File: src/rtl/fpu_issue_arbiter_pkg.sv
// Shared FPU types: FP16 operand/result words, IEEE status flags and the opcode set
// used by the issue arbiter.
package fpu_issue_arbiter_pkg;

  localparam int unsigned Fp16Width = 16;
  localparam int unsigned FlagWidth = 5;

  typedef logic [Fp16Width-1:0] fp16_t;
  // Bit order {NV, DZ, OF, UF, NX}
  typedef logic [FlagWidth-1:0] statusFlag_t;

  localparam statusFlag_t FlagNv = 5'b10000;
  localparam statusFlag_t FlagDz = 5'b01000;
  localparam statusFlag_t FlagOf = 5'b00100;
  localparam statusFlag_t FlagUf = 5'b00010;
  localparam statusFlag_t FlagNx = 5'b00001;

  localparam fp16_t Fp16QNaN = 16'h7E00;

  typedef enum logic [1:0] {
    OpAdd  = 2'd0,
    OpSub  = 2'd1,
    OpMul  = 2'd2,
    OpRsvd = 2'd3
  } fpu_op_e;

endpackage

File: src/rtl/fpu_issue_arbiter_rr.sv
// Round-robin grant: first asserted request found searching upward from ptr, with wrap.
module fpuRRArbiter #(
  parameter int unsigned NREQ = 4,
  parameter int unsigned IdxW = $clog2(NREQ)
) (
  input  logic [NREQ-1:0] req,
  input  logic [IdxW-1:0] ptr,
  output logic [NREQ-1:0] grant,
  output logic [IdxW-1:0] idx
);

  logic        found;
  int unsigned pos;

  always_comb begin
    grant = '0;
    idx   = '0;
    found = 1'b0;
    pos   = 0;
    for (int unsigned off = 0; off < NREQ; off++) begin
      pos = 32'(ptr) + off;
      if (pos >= NREQ) pos = pos - NREQ;
      if (!found && req[IdxW'(pos)]) begin
        found              = 1'b1;
        grant[IdxW'(pos)]  = 1'b1;
        idx                = IdxW'(pos);
      end
    end
  end

endmodule

File: src/rtl/fpu_issue_arbiter.sv
// Shares one fixed-latency FP16 datapath between NREQ requesters; tracks in-flight ops in a
// LAT-deep shift register and routes results and sticky flags back to the issuer.
module fpu_issue_arbiter
  import fpu_issue_arbiter_pkg::*;
#(
  parameter int unsigned NREQ = 4,
  parameter int unsigned LAT  = 3,
  localparam int unsigned IdxW = $clog2(NREQ)
) (
  input  logic                   clk,
  input  logic                   rst_n,
  input  logic [NREQ-1:0]        reqValid,
  output logic [NREQ-1:0]        reqReady,
  input  logic [NREQ-1:0][1:0]   reqOp,
  input  fp16_t [NREQ-1:0]       reqA,
  input  fp16_t [NREQ-1:0]       reqB,
  input  logic                   hold,
  input  logic                   flush,
  output logic                   execValid,
  output logic [1:0]             execOp,
  output fp16_t                  execA,
  output fp16_t                  execB,
  input  fp16_t                  execResult,
  input  statusFlag_t            execFlags,
  output logic                   rspValid,
  output logic [IdxW-1:0]        rspId,
  output fp16_t                  rspResult,
  output statusFlag_t            rspFlags,
  input  logic                   flagsClr,
  output statusFlag_t            accFlags,
  output logic                   busy
);

  logic [IdxW-1:0]           ptr_q, ptr_d, gnt_idx;
  logic [NREQ-1:0]           gnt_req, gnt;
  logic                      gnt_valid, gnt_rsvd;
  logic [LAT-1:0]            vld_q, vld_d, rsvd_q, rsvd_d;
  logic [LAT-1:0][IdxW-1:0]  id_q, id_d;
  statusFlag_t               acc_q, acc_d;

  // rst_n gates the request path so no handshake can complete while reset is held.
  assign gnt_req = reqValid & {NREQ{rst_n & ~hold & ~flush}};

  fpuRRArbiter #(
    .NREQ(NREQ),
    .IdxW(IdxW)
  ) u_arb (
    .req  (gnt_req),
    .ptr  (ptr_q),
    .grant(gnt),
    .idx  (gnt_idx)
  );

  assign gnt_valid = |gnt;
  assign gnt_rsvd  = gnt_valid & (fpu_op_e'(reqOp[gnt_idx]) == OpRsvd);
  assign reqReady  = gnt;
  assign execValid = gnt_valid & ~gnt_rsvd;
  assign execOp    = execValid ? reqOp[gnt_idx] : '0;
  assign execA     = execValid ? reqA[gnt_idx] : '0;
  assign execB     = execValid ? reqB[gnt_idx] : '0;

  always_comb begin
    ptr_d = ptr_q;
    if (gnt_valid) ptr_d = (gnt_idx == IdxW'(NREQ - 1)) ? '0 : gnt_idx + IdxW'(1);
  end

  always_comb begin
    vld_d  = '0;
    rsvd_d = '0;
    id_d   = id_q;
    if (!flush) begin
      vld_d[0]  = gnt_valid;
      rsvd_d[0] = gnt_rsvd;
      id_d[0]   = gnt_idx;
      for (int i = 1; i < int'(LAT); i++) begin
        vld_d[i]  = vld_q[i-1];
        rsvd_d[i] = rsvd_q[i-1];
        id_d[i]   = id_q[i-1];
      end
    end
  end

  // An op reaching the tail in the flush cycle is discarded too.
  assign rspValid  = vld_q[LAT-1] & ~flush;
  assign rspId     = rspValid ? id_q[LAT-1] : '0;
  assign rspResult = rspValid ? (rsvd_q[LAT-1] ? Fp16QNaN : execResult) : '0;
  assign rspFlags  = rspValid ? (rsvd_q[LAT-1] ? FlagNv : execFlags) : '0;
  assign busy      = |vld_q;
  assign accFlags  = acc_q;

  // rspFlags is zero without a response, so a lone clear loads zero.
  always_comb begin
    acc_d = acc_q;
    if (flagsClr)      acc_d = rspFlags;
    else if (rspValid) acc_d = acc_q | rspFlags;
  end

  always_ff @(posedge clk or negedge rst_n) begin
    if (!rst_n) begin
      ptr_q  <= '0;
      vld_q  <= '0;
      rsvd_q <= '0;
      id_q   <= '0;
      acc_q  <= '0;
    end else begin
      ptr_q  <= ptr_d;
      vld_q  <= vld_d;
      rsvd_q <= rsvd_d;
      id_q   <= id_d;
      acc_q  <= acc_d;
    end
  end

endmodule
File: config.mk
export PLATFORM = sky130hd
export DESIGN_NAME = fpu_issue_arbiter
export DESIGN_NICKNAME = d
export VERILOG_FILES = /design/src/rtl/fpu_issue_arbiter_pkg.sv /design/src/rtl/fpu_issue_arbiter_rr.sv /design/src/rtl/fpu_issue_arbiter.sv
export SDC_FILE = /design/constraint.sdc
export NUM_CORES = 1
export LEC_CHECK = 0
export ABC_AREA = 1
export CORE_AREA = 4 4 76 131
export CTS_BUF_LIST = sky130_fd_sc_hd__clkbuf_4
export DETAILED_ROUTE_END_ITERATION = 12
export DIE_AREA = 0 0 80 135
export PLACE_DENSITY = 0.83
export SLEW_MARGIN = 10
export SYNTH_ARGS = -nofsm -noshare
export SYNTH_HDL_FRONTEND = slang
export SYNTH_SLANG_ARGS = --single-unit
File: constraint.sdc
create_clock -name clk -period 3.1 [get_ports clk]
set_clock_uncertainty 0.1 [all_clocks]
set_input_delay 0.31 -clock clk [delete_from_list [all_inputs] [get_ports clk]]
set_output_delay 0.31 -clock clk [all_outputs]
set_load 0.01 [all_outputs]
Word level (Yosys, flattened, before mapping) --
Index checks and enable logic that the tools add are counted. Widths: inputs -> output; s select.
Word-level totals: input port bits 166, bits in registers 19, output and inout port bits 69, logic and storage cells 106
Operators by class: mux-type cells 50, bitwise gates (word level) 13, order comparisons 13, reduce and logical (&&, ||, !) cells 13, $add $sub $neg 8, equal/unequal tests 2
Operators by type and width (count):
- $mux 16 | 6
- $bmux 16 s2 | 2
- $mux 2 | 12
- $mux 5 | 4
- $mux 4 | 4
- $lt 2x3->1 const B | 5
- $or 4x4->4 | 3
- $mux 1 | 11
- $ge 3x3->1 const B | 3
- $bmux 1 s2 | 4
- $demux 1 s2 | 4
- $ge 2x1->1 const B | 4
- $sub 2x1->2 const B | 4
- $logic_and 1x1->1 | 7
- $add 2x2->3 const B | 2
- $mux 3 | 2
- $and 1x1->1 | 5
- $or 5x5->5 | 1
- $and 4x4->4 | 1
- $bmux 2 s2 | 1
- $eq 2x2->1 const B | 2
- $reduce_or 4->1 | 1
- $add 2x1->3 const B | 1
- $ge 2x3->1 const B | 1
- 5 further kinds | 9

Depth between registers and ports, before layout --
word-level depth 23, mapped depth 17, mapped depth without buffers 15

Modules after synthesis --
From an unflattened synthesis, not the netlist that was laid out.
Unflattened totals: cells, all modules 546, area, all modules 3054.2 um^2
By module, submodules not included:
- fpu_issue_arbiter | times used 1, cells an instance 473, sequential area each 475.5 um^2, area an instance 2615.0 um^2
- fpuRRArbiter | times used 1, cells an instance 73, sequential area each 0.0 um^2, area an instance 439.2 um^2

Worst setup path after synthesis --
No wires, ideal clock.
path kind flip-flop to output port, start point register ptr_q[0], end point output execB[10], setup slack 0.292 ns, required time 2.690 ns, path buffers 1, stages on the path, launching flop included 15, data arrival time 2.398 ns, path through dfrtp_1 > inv_2 > ha_1 > inv_1 > nand3_1 > nand2_1 > nand2_2 > nor2_4 > nand2_2 > o21ai_1 > nor2_2 > nand2_4 > nand2_4 > buf_6 > nor2_2
On the way: elaborated cells on any way between the ends 73, classes of those cells add/sub (7); order compare (12); eq/ne (1); mux (36); bitwise (6); reduce/logical (11)
RTL lines:
- start: declaration | RTL line fpu_issue_arbiter.sv:34 | logic [IdxW-1:0] ptr_q, ptr_d, gnt_idx;
- start signal: assignment | RTL line fpu_issue_arbiter.sv:106 | ptr_q <= ptr_d;
- parallel branches: the longest is 13 deep, another holds $add 2x1->3
- $mux 4 (*) | RTL line fpu_issue_arbiter_rr.sv:23 | if (!found && req[IdxW'(pos)]) begin
- named net reqReady[1] | RTL line fpu_issue_arbiter.sv:13 | output logic [NREQ-1:0] reqReady,
- $reduce_or 4->1 (*) | RTL line fpu_issue_arbiter.sv:54 | assign gnt_valid = |gnt;
- $and 1x1->1 | RTL line fpu_issue_arbiter.sv:55 | assign gnt_rsvd = gnt_valid & (fpu_op_e'(reqOp[gnt_idx]) == OpRsvd);
- $not 1->1 | RTL line fpu_issue_arbiter.sv:57 | assign execValid = gnt_valid & ~gnt_rsvd;
- $and 1x1->1 (*) | RTL line fpu_issue_arbiter.sv:57
- $mux 16 (*) | RTL line fpu_issue_arbiter.sv:60 | assign execB = execValid ? reqB[gnt_idx] : '0;
- end: declaration | RTL line fpu_issue_arbiter.sv:22 | output fp16_t execB,
Mark *: on every way through the listed nets, which the timed path passes. The select of a mux whose other input is x is not followed.

Final worst setup path --
start point input hold, end point output execB[1]
On the way: longest elaborated chain between the ends 23, elaborated cells on any way between the ends 42, classes of those cells eq/ne (1); mux (24); bitwise (10); reduce/logical (7)
Ends and longest elaborated chain:
- start: declaration | RTL line fpu_issue_arbiter.sv:17 | input logic hold,
- $not 1->1 (*) | RTL line fpu_issue_arbiter.sv:42 | assign gnt_req = reqValid & {NREQ{rst_n & ~hold & ~flush}};
- $and 1x1->1 (*) (2 in series) | RTL line fpu_issue_arbiter.sv:42
- $and 4x4->4 (*) | RTL line fpu_issue_arbiter.sv:42
- $bmux 1 s2 | RTL line fpu_issue_arbiter_rr.sv:23
- $mux 1 (implied by the code) | RTL line fpu_issue_arbiter_rr.sv:23
- $mux 1 | RTL line fpu_issue_arbiter_rr.sv:23
- $logic_not 1->1 | RTL line fpu_issue_arbiter_rr.sv:23
- $logic_and 1x1->1 | RTL line fpu_issue_arbiter_rr.sv:23
- [6 not listed]
- $mux 2 | RTL line fpu_issue_arbiter_rr.sv:23
- $bmux 2 s2 | RTL line fpu_issue_arbiter.sv:55
- $mux 2 (implied by the code) | RTL line fpu_issue_arbiter.sv:55
- $eq 2x2->1 | RTL line fpu_issue_arbiter.sv:55
- $and 1x1->1 | RTL line fpu_issue_arbiter.sv:55
- $not 1->1 | RTL line fpu_issue_arbiter.sv:57
- $and 1x1->1 | RTL line fpu_issue_arbiter.sv:57
- $mux 16 (*) | RTL line fpu_issue_arbiter.sv:60
Every way passes the cells marked *; elsewhere a longest branch is shown, timed or not. The select of a mux whose other input is x is not followed.

==> flow_summary.toml <==
[place]
dp_cells = 918
pre_cts_ws_ps = -491
io_buffer_count = 234
gp_congestion = 0.883
dp_hpwl_mm = 10.9

[timing]
tightestPinTransition_ps = 453
hold_violations = 0
setup_slack_ps = -256
whs_ps = 48.6
maxSlewViolCount = 0
period_needed_ps = 3360
rsz0062_at_grt = "true"
max_slew_margin_pct = 69.6
max_freq_ghz = 0.298
setup_viol = 35
finalCritPeriodShare_pct = 108
finalSetupTns_ps = -5990

[power]
power.density_nw_per_um2 = 1540
ir_drop_uv = 1220
total_power_mw = 10.2
p_leak_nw = 3.39

[clock_tree]
cts-root-buf = "clkbuf_4"
clockBufferDepth = 2
cts_buffers = 3
cts.sinks = 19
postCtsHoldBufs = 0
cts_tree = "yes"
path_clk_slew_ps = 120
insertion_delay_ps = 310
htreeDepth = 1

[finish]
drive_gt1_share_pct = 27.6
fin_cells = 964
areaGrowthSynthToFinish_pct = 112
n_antenna_cell = 0
multi_input_area_um2 = 2200
final_cell_mix = "clkdlybuf4s50_1 (192), inv_1 (125), nand2_1 (102)"
regArea_um2 = 475
finalNetCount = 1018
fillers = 689
final_common_cell = "clkdlybuf4s50_1"

[yosys]
yosysSeqAreaShare_pct = 15.2
avgSynthCellArea_um2 = 5.69
syn_nets = 721
synth_cells = 548
ys_warn_count = 0
ys_types = 30
ys_ff_latch = 19
syn_area_um2 = 3120

[outcome]
violations = "negative setup slack"
outcome = "complete, but fails checks"

[worst_setup_path]
crit_arrival_ps = 2950
path_delay_family = "simple AND/OR/NAND/NOR gates"
cp-end-kind = "output port"
cp.required_ps = 2690
slowest_delay_ps = 340
ff2ff_setup_slack_ps = 520
worstSetupPathType = "primary input to output port"
crit_buf_inv = 5
crit_path_top_delay_cell = "dlygate4sd2_1"
crit_fanout = 8
cp_cell_sequence = "dlygate4sd2_1 > nor2_8 > nand4_1 > nand3_2 > nand2_4 > buf_4 > nand3_1 > nand2_1 > a21oi_4 > o21ai_2 > nor2_2 > nand2_4 > nand2_8 > buf_8 > buf_12 > nor2_2 > buf_2"
start_kind = "primary input"

[routing]
via_per_inst = 5.04
drtIter0Drc = 181
first_pass_iters = 4
wl_mm = 15.6
vias = 4858
ant_nets = 0
route.detailed.drc = 0
wire_per_inst_um = 16.2

[run]
drv_cap = 0

[global_routing]
antenna_found_initial = 0
grt_max_degree = 33
grt_pass1_wl_mm = 21.0
grt_overflow = 0
grt_pass1_vias = 4777
grt_usage_pct = 24.3

[floorplanning]
coreArea_um2 = 8980
fp.dieW_um = 80
die_area_um2 = 10800
placement_rows = 46
fp.dieH_um = 135
initial_core_util_pct = 34.8
io_pins = 235

[worst_hold_path]
hold_path_class = "primary input to async pin"
[sequential cells by signal (all words and copies together) (netlist names)]
name and count:
vld_q 3, accFlags 5, ptr_q 2, rsvd_q 3, id_q 6
[layer usage]
metal | up-vias | wire length [um] | global-route usage, % | part of all wire [%]
met5 | - | 0 | 0 | 0
met4 | 0 | 1080 | 14.6 | 6.9
met3 | 93 | 1350 | 6.81 | 8.7
met2 | 313 | 8450 | 47.9 | 54
met1 | 2167 | 4730 | 20.1 | 30
li1 | 2285 | - | - | -
[path summary, 6_finish.rpt]
path	start	to	cells after the start
setup / recovery	hold	execB[1]	17
hold / removal	rst_n	accFlags[3]	2
max in group asynchronous	rst_n	ptr_q[0]	4
min in group clk	rsvd_q[1]	rsvd_q[2]	2
hold reg to reg	rsvd_q[1]	rsvd_q[2]	2
setup reg to reg	ptr_q[0]	rsvd_q[0]	15
[logic make-up after synthesis]
family	after synthesis	share of synthesized area, %
DFF	19	15.2
adders and majority gates	7	2.81
buffers and inverters	168	23.7
muxes	1	0.361
xor gates and xnor gates	1	0.281
and+or+nand+nor	235	36.0
AOI/OAI and AO/OA	117	21.6
[cells in the mapped netlist]
| cell | count | area share, % |
|---|---|---|
| nand4_2 | 2 | 0.80 |
| xor2_1 | 1 | 0.28 |
| nand3b_1 | 2 | 0.48 |
| clkbuf_1 | 5 | 0.60 |
| nand2_1 | 117 | 14 |
| nand2_4 | 4 | 1.4 |
| nor2_4 | 1 | 0.36 |
| inv_2 | 8 | 0.96 |
| o22ai_1 | 4 | 0.80 |
| nand3_4 | 1 | 0.56 |
| nand4_1 | 7 | 1.4 |
| dfrtp_1 | 19 | 15 |
| ha_1 | 7 | 2.8 |
| clkinv_1 | 1 | 0.12 |
| o21ai_1 | 31 | 5.0 |
| inv_1 | 129 | 16 |
| a21boi_0 | 1 | 0.24 |
| a21oi_1 | 39 | 6.3 |
| nor2_8 | 1 | 0.64 |
| nand3_2 | 2 | 0.64 |
| nor2_2 | 31 | 6.2 |
| o21ai_0 | 10 | 1.6 |
| buf_2 | 6 | 0.96 |
| nor2_1 | 38 | 4.6 |
| buf_6 | 8 | 2.9 |
| buf_4 | 11 | 2.6 |
| mux2_2 | 1 | 0.36 |
| o211ai_1 | 32 | 7.7 |
| nand2_2 | 5 | 1.0 |
| nand3_1 | 24 | 3.8 |
[power breakdown]
part / internal (mW) / switching, mW
Sequential: 0.323 / 0.0359
Combinational: 4.74 / 4.94
Clock: 0.0482 / 0.0844
Total: 5.11 / 5.06
[timing repair]
action	4_1_cts	5_1_grt
pin swaps	22	31
gates cloned	4	7
gates resized for setup	144	106
setup buffers	17	15
setup endpoints to repair	37	38
[through the flow]
| step | utilization [%] | area, um^2 |
|---|---|---|
| after floorplan | - | 3120 |
| after global placement | 65.1 | 5850 |
| after detailed placement | 65.1 | 5850 |
| after CTS | 68.1 | 6110 |
| after global routing | 73.6 | 6610 |
| final | 73.6 | 6610 |
[area by class of cell]
cell class                 instances  share of cell area, %
timing repair buffer             321                   48.9
multi-input combinational        362                   33.3
inverter                         138                   7.92
sequential                        19                   7.20
tap                              120                   2.27
clock buffer                       3                  0.341
clock inverter                     1                 0.0757
[worst register-to-register path, delay by kind of cell, from the launching register on]
| family | cells | cell delay, ps |
|---|---|---|
| buf+inv | 5 | 800 |
| simple gates | 9 | 1040 |
| compound gates | 1 | 150 |
| flops | 1 | 400 |
No activity file was read; power rests on OpenSTA's default activity.
